File: config.mk
export PLATFORM = sky130hd
export DESIGN_NAME = pingpong_buffer_ctrl
export DESIGN_NICKNAME = d
export VERILOG_FILES = /design/src/rtl/pingpong_buffer_ctrl.sv
export SDC_FILE = /design/constraint.sdc
export NUM_CORES = 1
export LEC_CHECK = 0
export CORE_UTILIZATION = 25
export CTS_CLUSTER_SIZE = 28
export DETAILED_ROUTE_END_ITERATION = 7
export HOLD_SLACK_MARGIN = 0.06
export PLACE_DENSITY = 0.51
export SYNTH_ARGS = -nofsm -noshare
export SYNTH_HDL_FRONTEND = slang
export SYNTH_SLANG_ARGS = --single-unit
File: constraint.sdc
create_clock -name Clk -period 5.3 [get_ports Clk]
set_input_delay 1.06 -clock Clk [delete_from_list [all_inputs] [get_ports Clk]]
set_output_delay 1.06 -clock Clk [all_outputs]
set_load 0.01 [all_outputs]
File: src/rtl/pingpong_buffer_ctrl.sv
// Ping-pong buffer sequencer: fills one bank, drains it to the consumer, clears it, then swaps banks.
// Optional idle auto-flush is compiled in when PBUF_FLUSH_TIMEOUT_EN is defined.
module pingpong_buffer_ctrl #(
    parameter int unsigned WIDTH   = 16,
    parameter int unsigned DEPTH   = 16,
    parameter int unsigned CNT_W   = 5,
    parameter int unsigned TIMEOUT = 64
) (
    input  logic             Clk,
    input  logic             Rst,
    input  logic             in_valid,
    output logic             in_ready,
    input  logic             flush,
    output logic             buf_sel,
    output logic             buf_en,
    output logic             buf_rd,
    output logic             buf_clr,
    input  logic             full0,
    input  logic             full1,
    input  logic [WIDTH-1:0] data_out0,
    input  logic [WIDTH-1:0] data_out1,
    output logic             out_valid,
    input  logic             out_ready,
    output logic [WIDTH-1:0] out_data,
    output logic             busy,
    output logic [CNT_W-1:0] bank_count
);

    typedef enum logic [1:0] {INIT_CLR, FILL, DRAIN, CLEAR} state_t;

    localparam logic [CNT_W-1:0] DEPTH_C = CNT_W'(DEPTH);

    if ((2 ** CNT_W) <= DEPTH || TIMEOUT == 0) begin : g_param_check
        $error("pingpong_buffer_ctrl: CNT_W too narrow for DEPTH, or TIMEOUT is zero");
    end

    state_t           state_q, state_d;
    logic             buf_sel_q, buf_sel_d;
    logic [CNT_W-1:0] wr_cnt_q, wr_cnt_d;
    logic [CNT_W-1:0] rd_cnt_q, rd_cnt_d;
    logic             stale_q, stale_d;
    logic             full_sel;
    logic             wr_fire;
    logic             auto_flush;

    assign in_ready = (state_q == FILL);
    assign wr_fire  = in_ready && in_valid;
    assign full_sel = buf_sel_q ? full1 : full0;

`ifdef PBUF_FLUSH_TIMEOUT_EN
    localparam int unsigned IDLE_W = $clog2(TIMEOUT + 1);

    logic [IDLE_W-1:0] idle_q, idle_d;

    always_comb begin
        idle_d     = '0;
        auto_flush = 1'b0;
        if (state_q == FILL && !wr_fire && wr_cnt_q != '0) begin
            idle_d     = idle_q + IDLE_W'(1);
            auto_flush = (idle_d == IDLE_W'(TIMEOUT));
        end
    end

    always_ff @(posedge Clk or negedge Rst) begin
        if (!Rst) idle_q <= '0;
        else      idle_q <= idle_d;
    end
`else
    assign auto_flush = 1'b0;
`endif

    always_comb begin
        state_d   = state_q;
        buf_sel_d = buf_sel_q;
        wr_cnt_d  = wr_cnt_q;
        rd_cnt_d  = rd_cnt_q;
        stale_d   = stale_q;
        buf_en    = 1'b0;
        buf_rd    = 1'b0;
        buf_clr   = 1'b0;
        out_valid = 1'b0;

        case (state_q)
            INIT_CLR: begin
                buf_clr = 1'b1;
                state_d = FILL;
            end
            FILL: begin
                buf_en = wr_fire;
                if (wr_fire) wr_cnt_d = wr_cnt_q + CNT_W'(1);
                // Exit decisions use the post-write count so a flush alongside a write still drains it.
                if (wr_cnt_d != '0 &&
                    ((wr_fire && wr_cnt_d == DEPTH_C) || full_sel || flush || auto_flush)) begin
                    state_d = DRAIN;
                end else if (full_sel) begin
                    stale_d = 1'b1;
                    state_d = CLEAR;
                end
            end
            DRAIN: begin
                out_valid = (rd_cnt_q < wr_cnt_q);
                buf_rd    = out_valid && out_ready;
                if (buf_rd) begin
                    rd_cnt_d = rd_cnt_q + CNT_W'(1);
                    if (rd_cnt_d == wr_cnt_q) state_d = CLEAR;
                end
            end
            CLEAR: begin
                buf_clr = 1'b1;
                // A stale-full purge refills the same bank instead of swapping.
                if (!stale_q) buf_sel_d = ~buf_sel_q;
                stale_d  = 1'b0;
                wr_cnt_d = '0;
                rd_cnt_d = '0;
                state_d  = FILL;
            end
            default: state_d = INIT_CLR;
        endcase
    end

    always_ff @(posedge Clk or negedge Rst) begin
        if (!Rst) begin
            state_q   <= INIT_CLR;
            buf_sel_q <= 1'b0;
            wr_cnt_q  <= '0;
            rd_cnt_q  <= '0;
            stale_q   <= 1'b0;
        end else begin
            state_q   <= state_d;
            buf_sel_q <= buf_sel_d;
            wr_cnt_q  <= wr_cnt_d;
            rd_cnt_q  <= rd_cnt_d;
            stale_q   <= stale_d;
        end
    end

    assign buf_sel    = buf_sel_q;
    assign out_data   = buf_sel_q ? data_out1 : data_out0;
    assign busy       = (state_q == DRAIN) || (state_q == CLEAR);
    assign bank_count = wr_cnt_q - rd_cnt_q;

endmodule

Word-level counts from Yosys, hierarchy flattened
Cells that the tools add are included.

Muxes and demuxes: 19. Bitwise gates (word level): 2. Eq/ne operators: 10. Reductions and logical operators: 16. Magnitude comparators: 1. Add/subtract/negate cells: 3.

Operator list (number): $pmux 5 s2 (2); $mux 16 (1); $mux 5 (3); $add 5x1->5 const B (2); $mux 2 (4); $mux 1 (7); $ne 2x2->1 const B (3); $pmux 2 s3 (1); $reduce_and 3->1 (2); $eq 5x5->1 (1); $eq 5x5->1 const B (1); $lt 5x5->1 (1); $reduce_bool 5->1 (1); $sub 5x5->5 (1); $eq 2x2->1 const B (2); $logic_and 1x1->1 (4); $reduce_and 2->1 (2); $reduce_bool 2->1 (2); $logic_or 1x1->1 (3); $ne 3x1->1 const B (1); $eq 2x1->1 const B (1); $logic_not 2->1 (1); $ne 2x1->1 const B (1); $not 1->1 (2); other kinds (2) (2).

Flip-flop bits (word level): 14. Output and inout bits: 28. Input bits: 39. Word-level logic and storage cells: 56.

Depth between registers and ports, before layout
Gate-level depths: netlist of the first run.

Depth in word-level cells: 11. Depth in mapped cells: 9. Depth with buffers taken out: 8.

Worst setup path before layout of the first run
OpenSTA, ideal clock, no wires.

Kind: reg2out. Start point: register wr_cnt_q[1]. End point: output buf_rd. Stages on the path, launching flop included: 7. Slack: 2.431 ns. Arrival: 1.809 ns. Data required time: 4.240 ns. Cell sequence: dfrtp_1 ha_1 nor2b_1 o31a_1 o311a_1 clkbuf_1 and2_1.

Cells in the longest elaborated chain, start to end: 3.

Ends and longest elaborated chain: start, declared (line 39) `logic [CNT_W-1:0] wr_cnt_q, wr_cnt_d;`; start signal, assigned (line 131) `wr_cnt_q <= wr_cnt_d;`; $lt 5x5->1 (line 101) `out_valid = (rd_cnt_q < wr_cnt_q);`; $logic_and 1x1->1 (line 102) `buf_rd = out_valid && out_ready;`; $mux 1 (line 83) `case (state_q)`; end, declared (line 16) `output logic buf_rd,`.

No other way between the ends.

Worst setup path in the final report of the first run
Start point: input out_ready. End point: output buf_rd.

Cells in the longest elaborated chain, start to end: 2.

Ends and longest elaborated chain: start, declared (line 23) `input logic out_ready,`; $logic_and 1x1->1 (line 102); $mux 1 (line 83).

No other way between the ends.

==> results of run 1 <==
==> tightest hold or removal path: stages, from the launching register on <==
cell and delay, ps:
sky130_fd_sc_hd__dfrtp_1 380, sky130_fd_sc_hd__o211ai_1 90, sky130_fd_sc_hd__o21ai_0 80
==> power groups by stage <==
stage | Clock, mW | Sequential [mW] | Combinational [mW]
floorplan | 0 | 0.109 | 0.0107
global placement | 0 | 0.109 | 0.0533
detailed placement | 0 | 0.109 | 0.0542
CTS | 0.110 | 0.107 | 0.0545
global route | 0.114 | 0.107 | 0.0577
finish | 0.108 | 0.107 | 0.0537
==> sequential cells by signal (all words and copies together), names as in the netlist <==
name	flops
rd_cnt_q	5
wr_cnt_q	5
state_q	2
buf_sel	1
stale_q	1
==> cell families (layout without fill, tap and decap cells) <==
| group | after synthesis | after routing | synth area share |
|---|---|---|---|
| flip-flops | 14 | 14 | 0.259 |
| buffers and inverters | 21 | 86 | 0.0639 |
| multiplexers | 24 | 24 | 0.197 |
| AO/OA/AOI/OAI | 25 | 25 | 0.140 |
| AND/OR/NAND/NOR | 36 | 36 | 0.148 |
| XOR/XNOR | 13 | 13 | 0.0843 |
| adder cells (fa/ha/maj) | 11 | 11 | 0.107 |
==> routing by layer <==
layer	vias to the layer above	track usage	routed length (um)
met2	38	0.289	2080
met5	-	0	0
met3	4	0.0384	199
met4	0	0.0267	34
met1	639	0.197	1730
li1	649	-	-
==> cell usage in the layout, fill, tap and decap left out, drive strengths merged, types with 2 or more instances in the layout <==
cell and count:
and2 2, a311o 2, nand2 6, and4 2
o21a 3, nand3 6, o31a 2, a31oi 2
dfrtp 14, nor2 8, ha 10, nor3 6
clkdlybuf4s50 66, a21oi 3, xor2 4, inv 15
mux2 18, mux2i 6, o32ai 3, o21ai 3
xnor2 9, clkbuf 4
==> final timing paths <==
path | from | end | slack (ps) | cells after the start
setup / recovery | out_ready | buf_rd | 1390 | 5
hold / removal | stale_q | stale_q | 580 | 2
setup reg to reg | state_q[0] | state_q[0] | 2690 | 7
hold reg to reg | stale_q | stale_q | 580 | 2
max in group asynchronous | Rst | rd_cnt_q[1] | 3630 | 1
min in group asynchronous | Rst | rd_cnt_q[3] | 1230 | 1
==> final cells by class <==
type,instances,area (um2),area share
Multi-Input combinational cell,109,915,0.430
Clock buffer,4,55.1,0.0259
Sequential cell,14,350,0.165
Tap cell,70,87.6,0.0412
Timing Repair Buffer,66,661,0.310
Inverter,16,60.1,0.0282
==> results.md, run 1 <==
* Area share of the leading cell type in the synthesized netlist at 0.259
* RD Place Congestion at 0.852
* Row Count at 26
* Largest fanout on the critical path at 8
* Total Neg Setup Slack at 0 ps
* Hold crit path type: reg2reg
* CP max stage cell: sky130_fd_sc_hd__clkdlybuf4s50_1
* Net count after synthesis at about 190
* Switching Share at 0.211
* Full die area at ~5700 um2
* Buffers added on ports at 66
* Type of element launching the critical path: primary input
* Most frequent cell after synthesis: sky130_fd_sc_hd__mux2_2
* # IOs at 67
* Fmax at 256 MHz
* Peak supply drop at approximately 0.081 mV
* Post-route antenna net violation count at 0
* Root buffer cell: sky130_fd_sc_hd__clkbuf_8
* Initial Utilization at 0.261
* TritonCTS Buffers at 3
* Sequential element share of the synthesized area at 0.259
* Clock Latency Late Sink at 250 ps
* Worst setup path category: in2out
* Total gr overflow at 0
* Overall power after layout at 0.269 mW
* Pin count of the biggest net entering global routing at 21
* Cell Int Power at 0.212 mW
* Crit share post-route at 0.737
* Flip-flop and latch count after synthesis at 14
* Estimated wirelength of the detail-placed design at 3310 um
* Remaining max-slew budget at the tightest pin at 0.491
* Fillers at slightly above 500
* Clock sink count at 14
* CP delay by family, top: buffers and inverters
* Switch Pwr at 0.0567 mW
* Non-filler instance count after layout at 279
* Synthesized cell area at ~1400 um2
* Antenna diode count at 0
* Layout area overhead at 57.5%
* Average wire length per cell after detail routing at about 15 um
* Share of layout cells above drive strength 1 at 0.110
* Number of buffers inserted by post-CTS setup repair at 0
* Dominant register cell in the synthesized netlist: sky130_fd_sc_hd__dfrtp_1
* Worst path setup slack after routing at 1390 ps
* Cells taking the most area after synthesis: sky130_fd_sc_hd__dfrtp_1, sky130_fd_sc_hd__mux2_2, sky130_fd_sc_hd__ha_1
* Unique masters post-synth at 38
* Worst hold-check slack at 584 ps
* Number of cells in the design after placement at 275
* Placeable core region at 5170 um2
* Nature of the critical path endpoint: output pin
* Area after DPL at 2070 um2
* Core utilization of the finished layout at 0.411
* Drt initial violations at 55
* Global-route wire length before repair at 6960 um
* Signal arrival time at the worst endpoint at 2850 ps
* GRT Util Overall at 0.160
* Yosys synthesis warning count at 0
* Largest clock skew in the final design at 1.01 ps
* Critical Path RT at 4240 ps
* Clock tree from TritonCTS: done
* Synth Instances at around 140
* Final setup fails at 0
* Via Count at about 1300
* Routed WL at 4050 um
* Sequential cell fraction of total power at 0.397
* Initial antenna violation count at 0
* EDFF count, synth at 0
* Run status: finished clean
* Post-cts sizing count at 0
* Clock H-tree levels at 1
* Post-Synthesis Mean Instance Area at between 9 and 10 um2
* Vertical die dimension at 75.5 um
* Worst path buffer plus inverter count at 2
* Synth area leader: sky130_fd_sc_hd__dfrtp_1
* FFs w/ async S/R, synth at 1.00
* Unrepaired setup endpoints after global routing: false
* Number of vias per cell at 4.77
* Cell Chain, Critical Path: clkdlybuf4s50_1 > o21a_1 > o311a_1 > and2_1 > clkdlybuf4s50_1
* Relative contribution of combinational cells to total power at 0.200
* Layout net count at 260
* Number of global-route vias before repair at 1455
* # DRC at 0
* Quantity of hold-fixing buffers added after cts at 0
* Leakage dissipation at 0.917 nW
* Proportion of power drawn by the clock network at 0.403
* Fin crit period at 3910 ps
* Slew Viols, Final at 0
* Most common cell on crit path: sky130_fd_sc_hd__clkdlybuf4s50_1
* Max capacitance violation total at 0
* Horiz. Die Dim at 75.5 um
* Worst slew pin tran at 763 ps
* CTS Buffer Depth at 2
* Final hold vios at 0
* Setup slack at placement at 1410 ps
* Cell types with the highest counts after synthesis: sky130_fd_sc_hd__mux2_2, sky130_fd_sc_hd__inv_1, sky130_fd_sc_hd__dfrtp_1
* Power density over cell area at between 100 and 150 nW/um2
* Final std cell area, no fill at around 2100 um2
* Initial DRT Pass Iterations at 4
* Clk slew on worst S/H paths at 60 ps
* Biggest cell delay along the critical path at 550 ps
(Power assumes the default switching activity.)
==> run 2: changes to the inputs <==
==> constraint.sdc (replaced) <==
create_clock -name Clk -period 4.1 [get_ports Clk]
set_input_delay 0.82 -clock Clk [delete_from_list [all_inputs] [get_ports Clk]]
set_output_delay 0.82 -clock Clk [all_outputs]
set_load 0.01 [all_outputs]
==> results.md, run 2 (synthesis gave the netlist of run 1 again) <==
* GRT Util Overall at 0.145
* Number of buffers inserted by post-CTS setup repair at 0
* Placeable core region at around 5200 um2
* Largest clock skew in the final design at 10.1 ps
* Capture endpoint of the worst hold path: stale_q
* Horiz. Die Dim at 75.5 um
* Power density over cell area at roughly 150 nW/um2
* Peak supply drop at 0.112 mV
* Number of global-route vias before repair at 1349
* Clock sink count at 14
* Slew Viols, Final at 0
* Unrepaired setup endpoints after global routing: false
* Clock H-tree levels at 1
* Worst r2r dst: state_q[0]
* RD Place Congestion at 0.862
* Run status: finished clean
* Worst setup path category: reg2out
* CTS Buffer Depth at 2
* Register Area at 350 um2
* Registers with the most flip-flops: rd_cnt_q x5, wr_cnt_q x5, state_q x2
* Worst slew pin tran at 791 ps
* Post-cts sizing count at 0
* Layout net count at around 260
* Max capacitance violation total at 0
* Most common cell after layout, fill and taps aside: sky130_fd_sc_hd__clkdlybuf4s50_1
* Average wire length per cell after detail routing at 13.8 um
* Antenna diode count at 0
* Row Count at 26
* Buffers added on ports at 66
* Crit share post-route at 0.841
* Total gr overflow at 0
* Full die area at 5700 um2
* Cell Chain, Critical Path: inv_1 > ha_1 > nor2b_1 > o31a_1 > o311a_1 > buf_4 > and2_1 > clkdlybuf4s50_1
* Top library cells by usage in the layout, fill and taps aside: sky130_fd_sc_hd__clkdlybuf4s50_1, sky130_fd_sc_hd__mux2_2, sky130_fd_sc_hd__inv_1, sky130_fd_sc_hd__dfrtp_1, sky130_fd_sc_hd__ha_1
* Vertical die dimension at 75.5 um
* Drt initial violations at 15
* Nature of the critical path endpoint: output pin
* Fmax at a little under 300 MHz
* Via Count at 1309
* # DRC at 0
* Worst-case reg-to-reg path depth at 7
* Signal arrival time at the worst endpoint at 2630 ps
* CP max stage cell: sky130_fd_sc_hd__clkdlybuf4s50_1
* Overall power after layout at 0.322 mW
* Quantity of hold-fixing buffers added after cts at 0
* Clk slew on worst S/H paths at 60 ps
* Initial DRT Pass Iterations at 4
* Hold path depth at 2
* Worst path setup slack after routing at 652 ps
* Layout area overhead at 57.0%
* Global-route wire length before repair at 6250 um
* Non-filler instance count after layout at 279
* Setup slack at placement at between 800 and 900 ps
* Remaining max-slew budget at the tightest pin at 0.472
* Fillers at 507
* Estimated wirelength of the detail-placed design at 3140 um
* Final hold vios at 0
* Hold crit path type: reg2reg
* Multi-input logic area at 915 um2
* Clock tree from TritonCTS: done
* Pin count of the biggest net entering global routing at 21
* Area after DPL at 2080 um2
* CP delay by family, top: buffers and inverters
* Initial Utilization at 0.261
* Total Neg Setup Slack at 0 ps
* Largest fanout on the critical path at 8
* Routed WL at 3840 um
* TritonCTS Buffers at 3
* Worst path buffer plus inverter count at 3
* # IOs at between 60 and 70
* Final setup fails at 0
* Fin crit period at 3450 ps
* Final std cell area, no fill at 2120 um2
* Leakage dissipation at 0.916 nW
* Biggest cell delay along the critical path at 480 ps
* Number of cells in the design after placement at 276
* Root buffer cell: sky130_fd_sc_hd__clkbuf_8
* Number of vias per cell at 4.69
* Initial antenna violation count at 0
* Start point of the worst min-delay path: stale_q
* Share of layout cells above drive strength 1 at 0.110
* Critical Path RT at 3280 ps
* Post-route antenna net violation count at 0
* Type of element launching the critical path: flip-flop
* Setup slack of the most critical reg-to-reg path at 1510 ps
* Clock Latency Late Sink at ~250 ps
* Crit Reg-Reg Startpoint: state_q[0]
## run 2: cell types whose count changed in the layout (fill, tap and decap cells not counted), sizes merged
cell	before	now
clkbuf	4	3
buf	0	1
## run 2: worst min-delay path, stage by stage (launching register included)
cell	delay, ps
sky130_fd_sc_hd__dfrtp_1	370
sky130_fd_sc_hd__o211ai_1	90
sky130_fd_sc_hd__o21ai_0	70
## run 2: stage by stage
stage / utilization / hold slack [ps]
final: 0.410 / 567
after global routing: 0.410 / 580
after CTS: 0.410 / 565
after detailed placement: 0.402 / 543
after global placement: 0.402 / 539
after floorplan: - / 500
## run 2: area by class of cell
cell class / instances / share of cell area
timing repair buffer: 67 / 0.315
inverter: 16 / 0.0283
sequential: 14 / 0.165
clock buffer: 3 / 0.0195
tap: 70 / 0.0413
multi-input combinational: 109 / 0.431
## run 2: how the worst max path moves through the flow
stage | slack (ps) | to | from | depth (start not counted)
2_1_floorplan | 1470 | buf_rd | wr_cnt_q[1] | 6
3_3_place_gp | 860 | buf_rd | out_ready | 6
3_5_place_dp | 860 | buf_rd | out_ready | 6
4_1_cts | 650 | buf_rd | rd_cnt_q[1] | 8
5_1_grt | 530 | buf_rd | rd_cnt_q[1] | 8
6_report | 650 | buf_rd | rd_cnt_q[1] | 8
## run 2: report_power, final
| group | leakage [nW] | internal [mW] | switching (mW) | total (mW) |
|---|---|---|---|---|
| Sequential | 0.170 | 0.138 | 0 | 0.138 |
| Combinational | 0.725 | 0.0511 | 0.0185 | 0.0696 |
| Clock | 0.0216 | 0.0650 | 0.0494 | 0.114 |
## run 2: per-layer routing
metal  global-route usage  vias to the layer above  part of all wire  wire length [um]
li1                     -                      651                 -                 -
met1                0.172                      616              0.44              1670
met2                0.267                       38              0.50              1930
met3               0.0423                        4             0.052               200
met4               0.0185                        0            0.0091                35
met5                    0                        -                 0                 0
==> run 3: changes to the inputs <==
==> constraint.sdc (replaced) <==
create_clock -name Clk -period 3.5 [get_ports Clk]
set_input_delay 0.7 -clock Clk [delete_from_list [all_inputs] [get_ports Clk]]
set_output_delay 0.7 -clock Clk [all_outputs]
set_load 0.01 [all_outputs]
==> results.md, run 3 (synthesis gave the netlist of run 1 again) <==
* Run status: finished clean
* Routed WL at 3850 um
* Fin crit period at 3200 ps
* Proportion of power drawn by the clock network at 0.398
* Number of global-route vias before repair at 1357
* Placeable core region at 5170 um2
* Worst slew pin tran at ~780 ps
* TritonCTS Buffers at 3
* Unrepaired setup endpoints after global routing: false
* Registers with the most flip-flops: rd_cnt_q x5, wr_cnt_q x5, state_q x2
* Clock H-tree levels at 1
* Via Count at 1333
* Final setup fails at 0
* GRT Util Overall at 0.147
* Worst path buffer plus inverter count at 2
* Layout net count at 261
* Antenna diode count at 0
* Full die area at approximately 5700 um2
* Top library cells by usage in the layout, fill and taps aside: sky130_fd_sc_hd__clkdlybuf4s50_1, sky130_fd_sc_hd__mux2_2, sky130_fd_sc_hd__inv_1, sky130_fd_sc_hd__dfrtp_1, sky130_fd_sc_hd__ha_1
* Clk slew on worst S/H paths at 60 ps
* Cell Chain, Critical Path: inv_1 > ha_1 > nor2b_1 > o31a_1 > o311a_1 > and2_1 > clkdlybuf4s50_1
* Number of buffers inserted by post-CTS setup repair at 0
* Worst setup path category: reg2out
* Pin count of the biggest net entering global routing at 21
* Share of layout cells above drive strength 1 at 0.114
* Biggest cell delay along the critical path at 490 ps
* Signal arrival time at the worst endpoint at 2500 ps
* Final hold vios at 0
* Total gr overflow at 0
* Post-route antenna net violation count at 0
* Global-route wire length before repair at 6270 um
* CP delay by family, top: compound AO/OA/AOI/OAI gates
* Slew Viols, Final at 0
* Hold crit path type: reg2reg
* CP max stage cell: sky130_fd_sc_hd__clkdlybuf4s50_1
* Max capacitance violation total at 0
* # IOs at 67
* # DRC at 0
* Switch Pwr at about 0.083 mW
* Quantity of hold-fixing buffers added after cts at 0
* Critical Path RT at 2800 ps
* Final std cell area, no fill at approximately 2100 um2
* Type of element launching the critical path: flip-flop
* Area after DPL at 2080 um2
* Cell Int Power at roughly 0.32 mW
* Multi-input logic area at about 910 um2
* Sequential cell fraction of total power at 0.400
* Clock Latency Late Sink at 250 ps
* Largest fanout on the critical path at 4
* Relative contribution of combinational cells to total power at 0.202
* Core utilization of the finished layout at 0.413
* Number of vias per cell at 4.76
* Remaining max-slew budget at the tightest pin at 0.480
* Initial Utilization at 0.261
* Total Neg Setup Slack at 0 ps
* Root buffer cell: sky130_fd_sc_hd__clkbuf_8
* Overall power after layout at ~0.4 mW
* Post-cts sizing count at 0
* Average wire length per cell after detail routing at 13.7 um
* Horiz. Die Dim at 75.5 um
* Initial DRT Pass Iterations at 4
* Fillers at between 500 and 600
* Row Count at 26
* Peak supply drop at 0.0942 mV
* Drt initial violations at 58
* Nature of the critical path endpoint: output pin
* Fmax at 312 MHz
* Buffers added on ports at 66
* Largest clock skew in the final design at 3.93 ps
* RD Place Congestion at 0.867
* Switching Share at 0.205
* Register Area at 350 um2
* Most common cell after layout, fill and taps aside: sky130_fd_sc_hd__clkdlybuf4s50_1
* CTS Buffer Depth at 2
* Vertical die dimension at 75.5 um
* Leakage dissipation at between 0.9 and 1 nW
* Estimated wirelength of the detail-placed design at 3190 um
* Initial antenna violation count at 0
* Clock tree from TritonCTS: done
* Power density over cell area at between 150 and 200 nW/um2
* Crit share post-route at 0.915
* Layout area overhead at 58.1%
* Clock sink count at 14
## run 3: layout make-up
cell class / instances / area share
multi-input cells: 109 / 0.428
well taps: 70 / 0.0410
inverters: 16 / 0.0281
clock buffers: 4 / 0.0258
flip-flops and latches: 14 / 0.164
repair buffers: 67 / 0.313
## run 3: power groups by stage
| stage | sequential [mW] | clock, mW | combinational [mW] |
|---|---|---|---|
| finish | 0.162 | 0.161 | 0.0816 |
| global route | 0.162 | 0.168 | 0.0870 |
| CTS | 0.162 | 0.165 | 0.0828 |
| detailed placement | 0.165 | 0 | 0.0821 |
| global placement | 0.165 | 0 | 0.0810 |
| floorplan | 0.165 | 0 | 0.0163 |
## run 3: final timing paths
kind	cells past startpoint	slack, ps	endpoint	start
min reg2reg	1	590	state_q[0]	state_q[0]
min in group asynchronous	1	850	rd_cnt_q[3]	Rst
max reg2reg	9	900	state_q[0]	rd_cnt_q[1]
min	1	590	state_q[0]	state_q[0]
max	7	300	buf_rd	rd_cnt_q[1]
max in group asynchronous	1	2220	state_q[0]	Rst
## run 3: worst reg2reg max path, delay by kind of cell (launching register included)
family,cells,cell delay [ps]
and+or+nand+nor,1,140
adders and majority gates,1,290
buffers and inverters,2,290
DFF,1,430
muxes,1,310
AOI/OAI and AO/OA,4,1010
## run 3: stage by stage
stage | cells | hold WS [ps] | setup WS, ps
final | 280 | 589 | 296
after global routing | 280 | 619 | 188
after CTS | 280 | 592 | 278
after detailed placement | 276 | 575 | 527
after global placement | 276 | 569 | 585
after floorplan | 144 | 404 | 991
## run 3: metal layers
layer	global-route usage	vias up	share of wire
met5	0	-	0
met4	0.0370	0	0.0099
met3	0.0357	4	0.049
met2	0.273	40	0.52
met1	0.169	639	0.42
li1	-	650	-
